**config.mk**
```make
export PLATFORM = sky130hd
export DESIGN_NAME = display_scan_controller
export DESIGN_NICKNAME = d
export VERILOG_FILES = /design/src/rtl/display_scan_controller.sv
export SDC_FILE = /design/constraint.sdc
export NUM_CORES = 1
export LEC_CHECK = 0
export ABC_AREA = 1
export BUFFER_PORTS_ARGS = -buffer_cell sky130_fd_sc_hd__buf_2
export CORE_MARGIN = 2
export CORE_UTILIZATION = 42
export DETAILED_ROUTE_END_ITERATION = 16
export PLACE_DENSITY_LB_ADDON = 0.15
export SLEW_MARGIN = 20
export SYNTH_ARGS = -nofsm -noshare
export SYNTH_HDL_FRONTEND = slang
export SYNTH_SLANG_ARGS = --single-unit
```
**constraint.sdc**
```tcl
create_clock -name clk_in -period 12.1 [get_ports clk_in]
set_clock_uncertainty 0.15 [all_clocks]
set_input_delay 0.605 -clock clk_in [delete_from_list [all_inputs] [get_ports clk_in]]
set_output_delay 0.605 -clock clk_in [all_outputs]
set_load 0.03 [all_outputs]
```
**src/rtl/display_scan_controller.sv**
```systemverilog
// -----------------------------------------------------------------------------
// display_scan_controller
//   Source side of a 4-digit multiplexed 7-segment display. Time-multiplexes the
//   clock (hh:mm) or a scrolling date ring onto a shared digit/address bus for
//   the downstream digit decoder, and drives the active-low digit enables.
//   The decoder registers segments one cycle late, so anodes_out is produced
//   from the previous cycle's address to line up with the segments.
//
// Ports
//   clk_in         in   1  single clock, rising edge
//   nreset_in      in   1  asynchronous active-low reset
//   mode_in        in   2  01 clock hh:mm, 10 scrolling date, 00/11 display off
//   sync_valid_in  in   1  time fields valid (DCF77 locked)
//   sec_pulse_in   in   1  one-cycle pulse per second
//   hour_in        in   8  BCD hour
//   minute_in      in   8  BCD minute
//   day_in         in   8  BCD day
//   month_in       in   8  BCD month
//   year_in        in   8  BCD year (yy)
//   digit_out      out  4  nibble for current slot (0-9, 10 blank, 11 dash)
//   address_out    out  2  current slot, 3 = leftmost
//   type_out       out  2  registered display mode (00 when off)
//   loopindex_out  out  6  scroll ring start position
//   flag_sec_out   out  1  toggles on each accepted second pulse
//   anodes_out     out  4  active-low digit enable, bit n = address n
// -----------------------------------------------------------------------------
module display_scan_controller #(
    parameter int SCAN_DIV   = 4096,
    parameter int SCROLL_DIV = 64,
    parameter int LOOP_LEN   = 12
) (
    input  logic       clk_in,
    input  logic       nreset_in,
    input  logic [1:0] mode_in,
    input  logic       sync_valid_in,
    input  logic       sec_pulse_in,
    input  logic [7:0] hour_in,
    input  logic [7:0] minute_in,
    input  logic [7:0] day_in,
    input  logic [7:0] month_in,
    input  logic [7:0] year_in,
    output logic [3:0] digit_out,
    output logic [1:0] address_out,
    output logic [1:0] type_out,
    output logic [5:0] loopindex_out,
    output logic       flag_sec_out,
    output logic [3:0] anodes_out
);

    localparam int PW = $clog2(SCAN_DIV);
    localparam int FW = (SCROLL_DIV > 1) ? $clog2(SCROLL_DIV) : 1;
    localparam logic [PW-1:0] PRE_LAST  = PW'(SCAN_DIV - 1);
    localparam logic [FW-1:0] FRM_LAST  = FW'(SCROLL_DIV - 1);
    localparam logic [5:0]    LOOP_LAST = 6'(LOOP_LEN - 1);

    localparam logic [1:0] MODE_OFF   = 2'b00;
    localparam logic [1:0] MODE_CLOCK = 2'b01;
    localparam logic [1:0] MODE_DATE  = 2'b10;
    localparam logic [3:0] NIB_BLANK  = 4'hA;
    localparam logic [3:0] NIB_DASH   = 4'hB;

    // Ring position shown at slot addr; sum stays below 2*LOOP_LEN so one subtract wraps it.
    function automatic logic [6:0] ring_pos(input logic [5:0] li, input logic [1:0] addr);
        logic [6:0] sum;
        sum = {1'b0, li} + 7'd3 - {5'b00000, addr};
        if (sum >= 7'(LOOP_LEN)) begin
            return sum - 7'(LOOP_LEN);
        end else begin
            return sum;
        end
    endfunction

    // Date ring: d1 d0 - m1 m0 - y1 y0, then blanks up to LOOP_LEN.
    function automatic logic [3:0] ring_nibble(input logic [6:0] pos, input logic [7:0] d,
                                               input logic [7:0] m, input logic [7:0] y);
        case (pos)
            7'd0:    return d[7:4];
            7'd1:    return d[3:0];
            7'd2:    return NIB_DASH;
            7'd3:    return m[7:4];
            7'd4:    return m[3:0];
            7'd5:    return NIB_DASH;
            7'd6:    return y[7:4];
            7'd7:    return y[3:0];
            default: return NIB_BLANK;
        endcase
    endfunction

    // Clock layout: addr3..0 = h1 h0 m1 m0.
    function automatic logic [3:0] clock_nibble(input logic [1:0] addr, input logic [7:0] h,
                                                input logic [7:0] m);
        case (addr)
            2'd3:    return h[7:4];
            2'd2:    return h[3:0];
            2'd1:    return m[7:4];
            default: return m[3:0];
        endcase
    endfunction

    logic [PW-1:0] prescaler_r, prescaler_s;
    logic [FW-1:0] frame_r, frame_s;
    logic [1:0]    address_r, address_s;
    logic [1:0]    type_r, type_s;
    logic [5:0]    loopindex_r, loopindex_s;
    logic [3:0]    digit_r, digit_s;
    logic [3:0]    anodes_r, anodes_s;
    logic          flag_r, flag_s;
    logic [7:0]    hour_r, hour_s, minute_r, minute_s;
    logic [7:0]    day_r, day_s, month_r, month_s, year_r, year_s;
    logic [1:0]    mode_eff_s;
    logic          slot_end_s, frame_end_s;

    // Next-state logic for scan timing, scroll position, data snapshots and outputs.
    always_comb begin
        prescaler_s = prescaler_r;
        frame_s     = frame_r;
        address_s   = address_r;
        type_s      = type_r;
        loopindex_s = loopindex_r;
        hour_s      = hour_r;
        minute_s    = minute_r;
        day_s       = day_r;
        month_s     = month_r;
        year_s      = year_r;

        case (mode_in)
            MODE_CLOCK: mode_eff_s = MODE_CLOCK;
            MODE_DATE:  mode_eff_s = MODE_DATE;
            default:    mode_eff_s = MODE_OFF;
        endcase

        slot_end_s  = (prescaler_r == PRE_LAST);
        frame_end_s = slot_end_s && (address_r == 2'd0);

        if (mode_eff_s != type_r) begin
            // Mode change wins over any coincident terminal count.
            type_s      = mode_eff_s;
            address_s   = 2'd3;
            loopindex_s = 6'd0;
            prescaler_s = '0;
            frame_s     = '0;
            hour_s      = hour_in;
            minute_s    = minute_in;
            day_s       = day_in;
            month_s     = month_in;
            year_s      = year_in;
        end else if (type_r == MODE_OFF) begin
            address_s   = 2'd3;
            loopindex_s = 6'd0;
            prescaler_s = '0;
            frame_s     = '0;
        end else begin
            if (slot_end_s) begin
                prescaler_s = '0;
                address_s   = address_r - 2'd1;
            end else begin
                prescaler_s = prescaler_r + PW'(1);
            end
            if (frame_end_s) begin
                // Snapshot at frame end so one frame never mixes two minutes.
                hour_s   = hour_in;
                minute_s = minute_in;
                if (frame_r == FRM_LAST) begin
                    frame_s = '0;
                    if (type_r == MODE_DATE) begin
                        if (loopindex_r == LOOP_LAST) begin
                            loopindex_s = 6'd0;
                            day_s       = day_in;
                            month_s     = month_in;
                            year_s      = year_in;
                        end else begin
                            loopindex_s = loopindex_r + 6'd1;
                        end
                    end else begin
                        loopindex_s = loopindex_r;
                    end
                end else begin
                    frame_s = frame_r + FW'(1);
                end
            end else begin
                frame_s = frame_r;
            end
        end

        // Digit follows the slot being entered so address and digit change together.
        if (type_s == MODE_OFF) begin
            digit_s = NIB_BLANK;
        end else if (!sync_valid_in) begin
            digit_s = NIB_DASH;
        end else if (type_s == MODE_CLOCK) begin
            digit_s = clock_nibble(address_s, hour_s, minute_s);
        end else begin
            digit_s = ring_nibble(ring_pos(loopindex_s, address_s), day_s, month_s, year_s);
        end

        // Built from the current address, giving the one-cycle lag the decoder expects.
        if (type_r == MODE_OFF) begin
            anodes_s = 4'b1111;
        end else begin
            anodes_s = ~(4'b0001 << address_r);
        end

        if (!sync_valid_in) begin
            flag_s = 1'b0;
        end else if (sec_pulse_in) begin
            flag_s = ~flag_r;
        end else begin
            flag_s = flag_r;
        end
    end

    // State and output registers with asynchronous reset.
    always_ff @(posedge clk_in or negedge nreset_in) begin
        if (!nreset_in) begin
            prescaler_r <= '0;
            frame_r     <= '0;
            address_r   <= 2'd3;
            type_r      <= MODE_OFF;
            loopindex_r <= 6'd0;
            digit_r     <= NIB_BLANK;
            anodes_r    <= 4'b1111;
            flag_r      <= 1'b0;
            hour_r      <= 8'h00;
            minute_r    <= 8'h00;
            day_r       <= 8'h00;
            month_r     <= 8'h00;
            year_r      <= 8'h00;
        end else begin
            prescaler_r <= prescaler_s;
            frame_r     <= frame_s;
            address_r   <= address_s;
            type_r      <= type_s;
            loopindex_r <= loopindex_s;
            digit_r     <= digit_s;
            anodes_r    <= anodes_s;
            flag_r      <= flag_s;
            hour_r      <= hour_s;
            minute_r    <= minute_s;
            day_r       <= day_s;
            month_r     <= month_s;
            year_r      <= year_s;
        end
    end

    assign digit_out     = digit_r;
    assign address_out   = address_r;
    assign type_out      = type_r;
    assign loopindex_out = loopindex_r;
    assign flag_sec_out  = flag_r;
    assign anodes_out    = anodes_r;

endmodule
```
* Yosys cells after proc, flatten, opt, wreduce, memory -nomap -nowiden
Cells that the tools add are included.
W data, S select, Z words.
** Storage, ports and cells
- Register bits :: 77
- Word-level logic and storage cells :: 104
- Input bits :: 46
- Output and inout port bits :: 19
** Operators by class
- Shift-type cells :: 1
- Add/sub/neg operators :: 7
- Eq/ne operators :: 19
- Bitwise operators :: 2
- Reduce and logical (&&, ||, !) cells :: 7
- $lt $le $gt $ge :: 1
- Muxes and demuxes :: 54
** Operators with widths (number)
- $mux W8 :: 24
- $mux W6 :: 10
- $mux W12 :: 3
- $eq A7 B3 Y1 const B :: 4
- $mux W7 :: 4
- $pmux W4 S7 :: 1
- $mux W4 :: 4
- $eq A7 B2 Y1 const B :: 2
- $add A12 B1 Y12 const B :: 1
- $add A6 B1 Y6 const B :: 2
- $eq A12 B12 Y1 const B :: 1
- $pmux W4 S3 :: 1
- $eq A2 B2 Y1 const B :: 4
- $mux W2 :: 4
- $add A6 B2 Y7 const B :: 1
- $eq A7 B1 Y1 const B :: 1
- $ge A7 B4 Y1 const B :: 1
- $logic_not A7 Y1 :: 1
- $sub A7 B2 Y7 :: 1
- $sub A7 B4 Y7 const B :: 1
- $eq A2 B1 Y1 const B :: 3
- $eq A6 B4 Y1 const B :: 1
- $eq A6 B6 Y1 const B :: 1
- $logic_not A2 Y1 :: 3
- other kinds (11) :: 12

* Longest topological paths before layout
- Depth in word-level cells :: 20
- Mapped depth :: 31
- Depth with buffers taken out :: 30

* Worst setup path after synthesis
Ideal clock, no wire load.
- Path kind :: input-to-reg
- Start :: in mode_in[1]
- End :: reg digit_r[3] (netlist: digit_out[3])
- Arrival time :: 4.086 ns
- Buffers on the path :: 2
- Cell stages on the path :: 31
- Setup time :: 0.060 ns
- Setup slack :: 7.804 ns
- Data required time :: 11.890 ns
- Path through :: inv_1 -> ha_1 -> xnor2_1 -> nand2_1 -> nor2_2 -> buf_2 -> o21ai_0 -> a21oi_1 -> ha_1 -> ha_1 -> inv_1 -> fa_1 -> inv_1 -> nand4_1 -> nand2_1 -> inv_1 -> ha_1 -> nand2_1 -> inv_1 -> nor2_4 -> nand3_2 -> nand2_4 -> nand2_2 -> nor2_4 -> buf_6 -> nand2_1 -> nor2_1 -> nor2_1 -> nand3_1 -> nand2_1 -> nand2_1
** Between the ends
- Elaborated cells between the ends (all ways) :: 39
- Those cells by class :: add/sub: 3; order compare: 1; eq/ne: 14; mux: 18; reduce/logical: 3
** RTL lines
- from (decl) :: RTL line 34 : input logic [1:0] mode_in,
- $eq A2 B2 Y1 / $eq A2 B1 Y1 (equally long branches) :: RTL line 126 : case (mode_in)
- $pmux W2 S2 (*) :: RTL line 126
- $ne A2 B2 Y1 :: RTL line 135 : if (mode_eff_s != type_r) begin
- $mux W2 (*) :: RTL line 135
- net type_s[0] :: RTL line 103 : logic [1:0] type_r, type_s;
- $eq A2 B1 Y1 :: RTL line 190 : end else if (type_s == MODE_CLOCK) begin
- $mux W4 :: RTL line 190
- $mux W4 :: RTL line 188 : end else if (!sync_valid_in) begin
- $mux W4 (*) :: RTL line 186 : if (type_s == MODE_OFF) begin
- net digit_s[3] :: RTL line 105 : logic [3:0] digit_r, digit_s;
- to (signal assigned) :: RTL line 234 : digit_r <= digit_s;
- to (decl) :: RTL line 105
The timed path passes the listed nets; every way through them passes the cells marked *. The select of a mux whose other input is x is not followed.
A chain may end at the register's enable or synchronous reset.

* Worst setup path in the final report
- Start :: in mode_in[0]
- End :: reg digit_r[0] (netlist: digit_out[0])
The elaborated chain is that of the path after synthesis.

==> key figures <==
Routing
  • # DRC: 0
  • Via count: approximately 3.5k
  • DR iter-0 viols: 149
  • WL/cell: around 13 um
  • Top sig layer: met4
  • Final WL: roughly 9.4 mm
  • Routed Antenna Nets: 0
  • M1 wire length: 4.56 mm
  • Wire length on met3: ~310 um
  • Met2 WL: roughly 4.4 mm
  • Drt pass-1 iters: 4
  • Drt via density: roughly 4.8

STA
  • Final hold violation count: 0
  • # setup viols final: 0
  • Slew Limit Fails: 0
  • Fmax: approximately 210 MHz
  • Least-Margin Pin Slew: 0.965 ns
  • RSZ-0062 raised after global routing: false
  • Min Clock Period, post-route: between 4 and 5 ns
  • Min Hold Slack: 0.233 ns
  • Setup WS post-layout: 7.26 ns
  • Relative slew margins: between 30% and 40%
  • Setup TNS: 0 ns
  • Final period util: between 40 and 50%

Clock tree
  • Clock insertion delay at the later pin of the skew report: ~0.35 ns
  • CTS max path bufs: 2
  • Clock Pin Slew Worst Setup and Hold Paths: ~0.080 ns
  • CTS tree: done
  • CTS H-Tree Depth: 3
  • CTS Root Cell: clkbuf_8
  • Clk sink count: 77
  • Post-CTS Setup Inserts: 0
  • CTS Hold Bufs: 0
  • Post-CTS Resized: 0
  • Total CTS buffers: 9

Setup path
  • WP buf/inv: 7
  • CP Capture Type: register
  • Max FO, Critical Path: 13
  • CP delay by family, top: simple AND/OR/NAND/NOR gates
  • Slowest stage cell, crit path: nor2_2
  • Critical path's most frequent cell: nand2_1
  • Worst Setup Path Type: in2reg
  • CP arrival: 4.97 ns
  • Setup crit start kind: primary input
  • CP Data Required Time: roughly 12 ns
  • CP peak stage delay: between 0.4 and 0.5 ns

Logic synthesis
  • Mapped Area: ~4400 um^2
  • Post-synth EDFFs: 0
  • Sequential area share after synthesis: between 40% and 50%
  • Number of synthesized register bits: slightly below 80
  • Asr flop ratio synth: 100%
  • Synth top area share: 38.8%
  • Cell with the most instances after synthesis: nand2_1
  • Yosys warnings: 0
  • Netlist cell types: 40
  • Area contributors post-synth: dfrtp_1, nand2_1, mux2_2, inv_1, ha_1
  • Post-Syn Nets: 577
  • Top cells by count, synth: nand2_1, inv_1, dfrtp_1
  • Top_reg_cell synth: dfrtp_1
  • Cells after Synth: 512
  • Average size of a mapped cell: roughly 8.7 um^2
  • Leading area contributor after synthesis: dfrtp_1

Global routing
  • First-pass GRT wire length: ~16 mm
  • Vias in the first global route: between 3k and 4k
  • Largest net degree at the start of global routing: just under 80
  • Congestion Overflow GR: 0
  • GR Util All Layers: between 10% and 20%
  • Initial antenna violation count: 0

Floorplan
  • Initial Util: between 40 and 50%
  • # IOs: between 60 and 70
  • FP Rows: 37
  • Floorplan core area: ~10,000 um^2
  • Die X: 107 um
  • Chip height: 107 um
  • Die area: 11,400 um^2

Power and ir drop
  • Combinational Power Share: 17.0%
  • Clk pwr share: a little under a third
  • PwrDens: roughly 110 nW/um^2
  • Int Power: 409 uW
  • LEAKAGE: around 2.5 nW
  • P_sw: 158 uW
  • Power share of the sequential group: a little over half
  • Sw Share: 27.9%
  • Maximum vdd ir drop: between 70 and 80 uV

Placed design
  • IO Port Bufs: 64
  • Final Wtd Congestion: between 0.8 and 0.9
  • Post-place setup slack: 6.88 ns
  • Inst Count DP: a little over 700
  • Post-DP HPWL: a little over 7 mm

Final layout
  • Area Overhead vs Synth: 14.1%
  • Ratio of cells with drive above 1 in the final layout: between 20 and 30%
  • # diodes: 0
  • Final non-filler cell total: 722
  • Filler cells: between 1k and 1.5k
  • # nets final: between 600 and 700

Min path
  • Path type of the worst min-delay path: in2async

Outcome
  • Status: complete, no violations

Run
  • Max-cap check violation count: 0
-- path summary, 6_finish.rpt --
path                              start                to  slack, ns  cells after the start
max reg2reg                 type_out[0]      digit_out[0]       7.36                     27
max in group asynchronous     nreset_in  loopindex_out[1]      10.92                      1
min reg2reg                flag_sec_out      flag_sec_out       0.32                      1
max                          mode_in[0]      digit_out[0]       7.26                     30
min                           nreset_in    prescaler_r[2]       0.23                      1
min in group clk_in        sec_pulse_in      flag_sec_out       0.27                      2
-- worst register-to-register path: cells and delay by family (launching register included) --
family,cells,cell delay [ns]
flip-flops,1,0.46
AND/OR/NAND/NOR,15,2.00
AO/OA/AOI/OAI,2,0.46
adder cells (fa/ha/maj),4,0.96
XOR/XNOR,1,0.18
buffers and inverters,5,0.43
-- routing by layer --
metal / vias up / GRT usage (%)
li1: 1789 / -
met1: 1643 / 24.6
met2: 45 / 29.1
met3: 12 / 3.59
met4: 0 / 5.57
met5: - / 0
-- final cells by class --
type,instances,area [um^2],area share [%]
Inverter,82,308,6.07
Clock buffer,12,145,2.86
Multi-Input combinational cell,346,2160,42.5
Tap cell,136,170,3.36
Timing Repair Buffer,65,330,6.51
Sequential cell,77,1940,38.2
Clock inverter,4,23.8,0.469
-- cells in the final DEF (no fill, tap or decap), types with 2 or more instances in the layout --
cell,n
o21ai_2,2
nand4_2,2
a21oi_1,10
nand2_1,92
a221oi_1,5
nor2_1,50
clkinv_2,3
buf_4,2
dfrtp_1,69
o22ai_1,5
nor3_1,4
nor2_4,9
nor2_2,5
ha_1,18
clkbuf_8,10
clkbuf_1,2
mux2_2,28
xnor2_1,3
buf_2,63
nand2_4,3
inv_1,79
o21ai_0,18
nand2_2,15
nand4_1,6
nand3_2,7
dfstp_2,8
xor2_1,5
inv_2,3
nand3_1,45
and2_1,2
-- state kept, by name, indices dropped and copies added, names as in the netlist, 4 cells and up --
name           count
anodes_out         4
day_r              8
digit_out          4
frame_r            6
hour_r             8
loopindex_out      6
minute_r           8
month_r            8
prescaler_r       12
year_r             8
-- metrics by stage --
step                      power [mW]  cell area, um^2  utilization [%]
after CTS                      0.576             5070             49.1
after global placement         0.398             4900             47.5
after floorplan                0.366             4450                -
after detailed placement       0.400             4900             47.5
final                          0.567             5070             49.1
after global routing           0.599             5070             49.1
-- cells by family (layout without fill, tap and decap cells) --
group | count (synthesis) | in the layout | share of synthesized area (%)
adder cells (fa/ha/maj) | 19 | 19 | 5.52
XOR/XNOR | 8 | 8 | 1.58
buffers and inverters | 89 | 163 | 7.91
AND/OR/NAND/NOR | 245 | 245 | 27.9
AO/OA/AOI/OAI | 46 | 46 | 6.39
multiplexers | 28 | 28 | 7.09
flip-flops | 77 | 77 | 43.6
-- power groups by stage --
stage	logic [mW]	clock network, mW	registers (mW)
6_report	0.0963	0.174	0.297
5_1_grt	0.109	0.190	0.300
4_1_cts	0.0985	0.180	0.297
3_5_place_dp	0.0978	0	0.302
3_3_place_gp	0.0966	0	0.301
2_1_floorplan	0.0619	0	0.304
Note: power is estimated with default switching activity, not from simulation.
